File: src/rtl/click_decode_pkg.sv
// click_decode_pkg: shared FSM states, event codes and burst limits for click_decode.
package click_decode_pkg;
   typedef enum logic [1:0] {IDLE, COUNT, WAIT_REL} click_state_t;
   localparam logic [1:0] CODE_LONG   = 2'd0;
   localparam logic [1:0] CODE_SINGLE = 2'd1;
   localparam logic [1:0] CODE_DOUBLE = 2'd2;
   localparam logic [1:0] CODE_TRIPLE = 2'd3;
   localparam int MAX_CLICKS = 3;
endpackage

File: src/rtl/click_decode_if.sv
// click_decode_if: key pulse inputs plus valid/ready event output of click_decode.
interface click_decode_if;
   logic       pulse;
   logic       held;
   logic       evt_valid;
   logic [1:0] evt_code;
   logic       evt_ready;
   logic       evt_ovf;
   modport master (output pulse, held, evt_ready, input evt_valid, evt_code, evt_ovf);
   modport slave  (input pulse, held, evt_ready, output evt_valid, evt_code, evt_ovf);
endinterface

File: src/rtl/click_decode_evt_hold_reg.sv
// evt_hold_reg: one-entry valid/ready event register; a load while occupied sets sticky ovf.
module evt_hold_reg (
   input  logic       clk,
   input  logic       rst,
   input  logic       load,
   input  logic [1:0] code_in,
   input  logic       ready,
   output logic       valid,
   output logic [1:0] code,
   output logic       ovf
);
   logic free;
   assign free = !valid || ready;
   always_ff @(posedge clk or posedge rst) begin
      if (rst) begin
         valid <= 1'b0;
         code  <= 2'd0;
         ovf   <= 1'b0;
      end else begin
         if (load && free) begin
            valid <= 1'b1;
            code  <= code_in;
         end else if (valid && ready) begin
            valid <= 1'b0;
         end
         if (load && !free) ovf <= 1'b1;
      end
   end
endmodule

File: src/rtl/click_decode.sv
// click_decode: classifies debounced key pulses into single/double/triple click events.
// Long-press detection (code 0) is compiled in with CLICK_DECODE_LONG_EN.
module click_decode
   import click_decode_pkg::*;
#(
   parameter int WINDOW_CYC = 50_000_000,
   parameter int LONG_CYC   = 100_000_000
) (
   input logic          clk,
   input logic          rst,
   click_decode_if.slave bus
);
   localparam int TMAX = WINDOW_CYC > LONG_CYC ? WINDOW_CYC : LONG_CYC;
   localparam int TW = $clog2(TMAX);
   localparam logic [TW-1:0] WEND = TW'(WINDOW_CYC - 1);
   click_state_t  state;
   logic [1:0]    cnt;
   logic [TW-1:0] timer;
   logic          expire, long_hit, emit;
   logic [1:0]    code;
`ifdef CLICK_DECODE_LONG_EN
   localparam logic [TW-1:0] LEND = TW'(LONG_CYC - 1);
   logic hold_long;
   // A single held click postpones the window and races toward the long-press limit.
   assign hold_long = cnt == 2'd1 && bus.held;
   assign long_hit  = hold_long && timer == LEND;
   assign expire    = !hold_long && timer >= WEND;
`else
   assign long_hit = 1'b0;
   assign expire   = timer == WEND;
`endif
   always_comb begin
      emit = state == COUNT && (bus.pulse ? cnt == 2'(MAX_CLICKS - 1) : (expire || long_hit));
      code = bus.pulse ? CODE_TRIPLE : long_hit ? CODE_LONG : cnt;
   end
   always_ff @(posedge clk or posedge rst) begin
      if (rst) begin
         state <= IDLE;
         cnt   <= 2'd0;
         timer <= '0;
      end else begin
         case (state)
            IDLE: if (bus.pulse) begin
               state <= COUNT;
               cnt   <= 2'd1;
               timer <= '0;
            end
            COUNT: if (emit) begin
               state <= long_hit ? WAIT_REL : IDLE;
               cnt   <= 2'd0;
               timer <= '0;
            end else if (bus.pulse) begin
               cnt   <= cnt + 2'd1;
               timer <= '0;
            end else begin
               timer <= timer + TW'(1);
            end
`ifdef CLICK_DECODE_LONG_EN
            WAIT_REL: if (!bus.held) state <= IDLE;
`endif
            default: state <= IDLE;
         endcase
      end
   end
   evt_hold_reg u_hold (
      .clk    (clk),
      .rst    (rst),
      .load   (emit),
      .code_in(code),
      .ready  (bus.evt_ready),
      .valid  (bus.evt_valid),
      .code   (bus.evt_code),
      .ovf    (bus.evt_ovf)
   );
endmodule
File: src/flat_wrapper.sv
// flat-port wrapper written by rule: the top's interface ports become plain ports
module click_decode_flat import click_decode_pkg::*;
#(
   parameter int WINDOW_CYC = 50_000_000,
   parameter int LONG_CYC   = 100_000_000
)
  (clk, rst, bus_pulse, bus_held, bus_evt_ready, bus_evt_valid, bus_evt_code, bus_evt_ovf);
  click_decode_if bus_i ();
  input logic clk;
  input logic rst;
  input wire logic [$bits(bus_i.pulse)-1:0] bus_pulse;
  input wire logic [$bits(bus_i.held)-1:0] bus_held;
  input wire logic [$bits(bus_i.evt_ready)-1:0] bus_evt_ready;
  output wire logic [$bits(bus_i.evt_valid)-1:0] bus_evt_valid;
  output wire logic [$bits(bus_i.evt_code)-1:0] bus_evt_code;
  output wire logic [$bits(bus_i.evt_ovf)-1:0] bus_evt_ovf;
  assign bus_i.pulse = bus_pulse;
  assign bus_i.held = bus_held;
  assign bus_i.evt_ready = bus_evt_ready;
  assign bus_evt_valid = bus_i.evt_valid;
  assign bus_evt_code = bus_i.evt_code;
  assign bus_evt_ovf = bus_i.evt_ovf;
  click_decode #(.WINDOW_CYC(WINDOW_CYC), .LONG_CYC(LONG_CYC)) u_core (.clk(clk), .rst(rst), .bus(bus_i));
endmodule
File: config.mk
export PLATFORM = sky130hd
export DESIGN_NAME = click_decode_flat
export DESIGN_NICKNAME = d
export VERILOG_FILES = /design/src/rtl/click_decode_pkg.sv /design/src/rtl/click_decode_if.sv /design/src/rtl/click_decode_evt_hold_reg.sv /design/src/rtl/click_decode.sv /design/src/flat_wrapper.sv
export SDC_FILE = /design/constraint.sdc
export NUM_CORES = 1
export LEC_CHECK = 0
export CAP_MARGIN = 20
export CORE_ASPECT_RATIO = 0.5
export CORE_MARGIN = 8
export CORE_UTILIZATION = 64
export CTS_CLUSTER_DIAMETER = 200
export DETAILED_ROUTE_END_ITERATION = 6
export GPL_TIMING_DRIVEN = 0
export PLACE_DENSITY = 0.84
export RECOVER_POWER = 25
export SYNTH_ARGS = -nofsm -noshare
export SYNTH_HDL_FRONTEND = slang
export SYNTH_HIERARCHICAL = 1
export SYNTH_SLANG_ARGS = --single-unit
File: constraint.sdc
create_clock -name clk -period 5.1 [get_ports clk]
set_input_delay 1.275 -clock clk [delete_from_list [all_inputs] [get_ports clk]]
set_output_delay 1.275 -clock clk [all_outputs]
set_load 0.01 [all_outputs]
==> results.ini <==
[setup_path]
path_cells = buf_2 -> nor4bb_1 -> and4_1 -> clkbuf_1 -> nand2_1 -> o21ai_0 -> and2_1 -> nand2_2 -> mux2_4
critPathSlowestCell = dfrtp_1
required_ps = 5280
cp_num_buf_inv = 2
start_kind = flop
crit_family = simple AND/OR/NAND/NOR gates
arrival_ps = 2750
end_kind = flop
cpPeakStageDelay_ps = 360
crit_type = reg2reg
worstPathMaxFanout = 9

[final_layout]
fin_area_um2 = 2280
layout-drive-gt1-share_pct = 12.3
antenna_cells = 0
final.fill_count = 224
final_core_util_pct = 75.6
layout.nets = 241
layoutNonFillerInstCount = 275
area_delta_synth_final_pct = 11.7

[logic_synthesis]
syn_inst = 220
netlist_top_cells_count = dfrtp_1 (34), nand2_1 (20), a21oi_1 (18)
yosys_warnings = 6
netlist.area_leader.share_pct = 41.7
ys_seq_elements = 34
syn-mean-instance-area_um2 = 9.27
synth_nets = 227
netlist_area_um2 = 2040
async_reset_ff_share_pct = 100
synthTopCellsByArea = dfrtp_1 (42%), a21oi_1 (4.4%), nand2_1 (3.7%)
yosysMostFrequentCell = dfrtp_1
yosysUniqueCellTypes = 51
yosysSeqAreaShare_pct = 41.7
dominantRegCellSynth = dfrtp_1
synth_top_cell_by_area = dfrtp_1
synth_edf_count = 0

[place]
dp.cells = 267
hpwl_mm = 3.55
routabilityCongestion = 0.942
portBuffers = 6
dpl-instance-area_um2 = 2160
pre_cts_slack_ps = 2510

[clocking]
ctsResizeCount = 0
clockBufferDepth = 2
clk_pin_slew_ps = 70
cts_buffers = 5
htreeDepth = 2
root_buffer = clkbuf_8
clk_latency_ps = 300
cts_tree = done
cts_sinks = 34
postCtsSetupBuffers = 0
ctsHoldBuffers = 0

[timing]
setup_viol = 0
tightest_slew_ps = 870
finalCritPeriodShare_pct = 50.5
fmax_ghz = 0.388
tns_ps = 0
timing.final.hold_violations = 0
rsz0062_at_grt = false
max_slew_margin_pct = 41.5
period_needed_ps = 2580
hold_slack_ps = 507
fin_ws_ps = 2520
fin_skew_ps = 11.9
drv_slew = 0

[detailed_routing]
route.antenna.remaining_nets = 0
vias = 1838
first_iter_violations = 176
wl_mm = 5.16
drc = 0
avgViaCountPerCell = 6.68
dr.pass1.iters = 5
wl_per_cell_um = 18.7

[power]
power.density_nw_per_um2 = 349
power_leakage_nw = 0.974
peakVddDrop_uv = 312
power.total_mw = 0.795

[status]
outcome = completed

[global_route]
antenna_found_initial = 0
grt_overflow = 0
grt_max_degree = 18
grt_pass1_wl_mm = 8.30
first_global_vias = 1711
grt_use_total_pct = 20.0

[floorplanning]
start_util_pct = 67.7
die_area_um2 = 5360
core.rowCount = 14
ioPinCount = 9
core_area_um2 = 3010
die_h_um = 55.9
die_w_um = 95.8

[flow_run]
drv_cap = 0

[min_path]
hold_path.class = reg2reg

## kinds of logic after synthesis
kind of cell	after synthesis	synth area share, %
mux	4	2.45
xor+xnor	6	2.58
simple gates	100	30.4
fa+ha+maj	2	1.23
compound gates	53	16.7
flops	34	41.7
buf+inv	21	4.85
## metal layers
layer	wire, um	part of all wire (%)	vias to the layer above	global-route usage, %
li1	-	-	859	-
met1	2410	47	889	27.9
met2	2250	44	83	28.2
met3	467	9.1	7	6.06
met4	32	0.62	0	6.94
met5	0	0	-	0
## power by group
group | switching [mW] | internal, mW | total [mW]
sequential | 0.0360 | 0.302 | 0.338
combinational | 0.111 | 0.0893 | 0.201
clock | 0.110 | 0.145 | 0.256
## layout by cell type (no fill, tap or decap), types with 2 or more instances in the layout
master / netlist / final
and2_1: 4 / 4
a211oi_1: 2 / 2
nand4_1: 7 / 7
a22oi_1: 3 / 3
nand2_1: 20 / 20
nand3b_1: 2 / 2
nor3b_1: 2 / 2
nand3_1: 14 / 14
buf_6: 2 / 2
xor2_1: 6 / 6
nor3_1: 2 / 2
and3_1: 4 / 4
mux2_4: 2 / 2
a31oi_1: 2 / 2
nand2_2: 2 / 2
o21ai_0: 12 / 12
nor4b_1: 2 / 2
dfrtp_1: 34 / 34
nor4_1: 3 / 3
inv_1: 9 / 9
mux2i_1: 2 / 2
nor2_1: 13 / 13
clkdlybuf4s50_1: 0 / 5
clkbuf_1: 5 / 5
clkbuf_8: 0 / 5
a21oi_1: 18 / 18
or2_2: 3 / 3
a311oi_1: 4 / 4
nand4b_1: 2 / 2
buf_2: 4 / 4
a41oi_1: 3 / 3
nand2b_1: 4 / 4
or4_1: 4 / 4
nor4_4: 2 / 2
clkinvlp_4: 0 / 2
ha_1: 2 / 2
and4_1: 3 / 3
## path summary, 6_finish.rpt
kind | from | cells past startpoint | slack [ps] | endpoint
worst max-delay path | u_core/timer[16] | 9 | 2520 | u_core/u_hold/code[1]
worst min-delay path | u_core/timer[23] | 1 | 510 | u_core/timer[23]
worst max register to register | u_core/timer[16] | 9 | 2520 | u_core/u_hold/code[1]
worst min register to register | u_core/timer[23] | 1 | 510 | u_core/timer[23]
max in group asynchronous | rst | 3 | 3000 | u_core/timer[19]
min in group asynchronous | rst | 2 | 1310 | u_core/u_hold/valid
## worst reg2reg max path: stages, from the launching register on
cell and delay (ps):
dfrtp_1 360, buf_2 170, nor4bb_1 320, and4_1 250, clkbuf_1 330, nand2_1 270
o21ai_0 190, and2_1 190, nand2_2 90, mux2_4 300
## sequential cells by signal (all words and copies together) (netlist names)
name / cells
u_core/u_hold/valid: 1
u_core/state: 1
u_core/u_hold/ovf: 1
u_core/timer: 27
u_core/u_hold/code: 2
u_core/cnt: 2
## final cells by class
type | count | area, um^2 | share of cell area [%]
Tap cell | 40 | 50.0 | 2.20
Multi-Input combinational cell | 165 | 1090 | 47.8
Sequential cell | 34 | 851 | 37.3
Clock buffer | 5 | 68.8 | 3.02
Timing Repair Buffer | 7 | 75.1 | 3.29
Inverter | 9 | 33.8 | 1.48
Buffer | 12 | 65.1 | 2.86
Clock inverter | 3 | 45.0 | 1.98
Power figures use the tool's default switching activity.
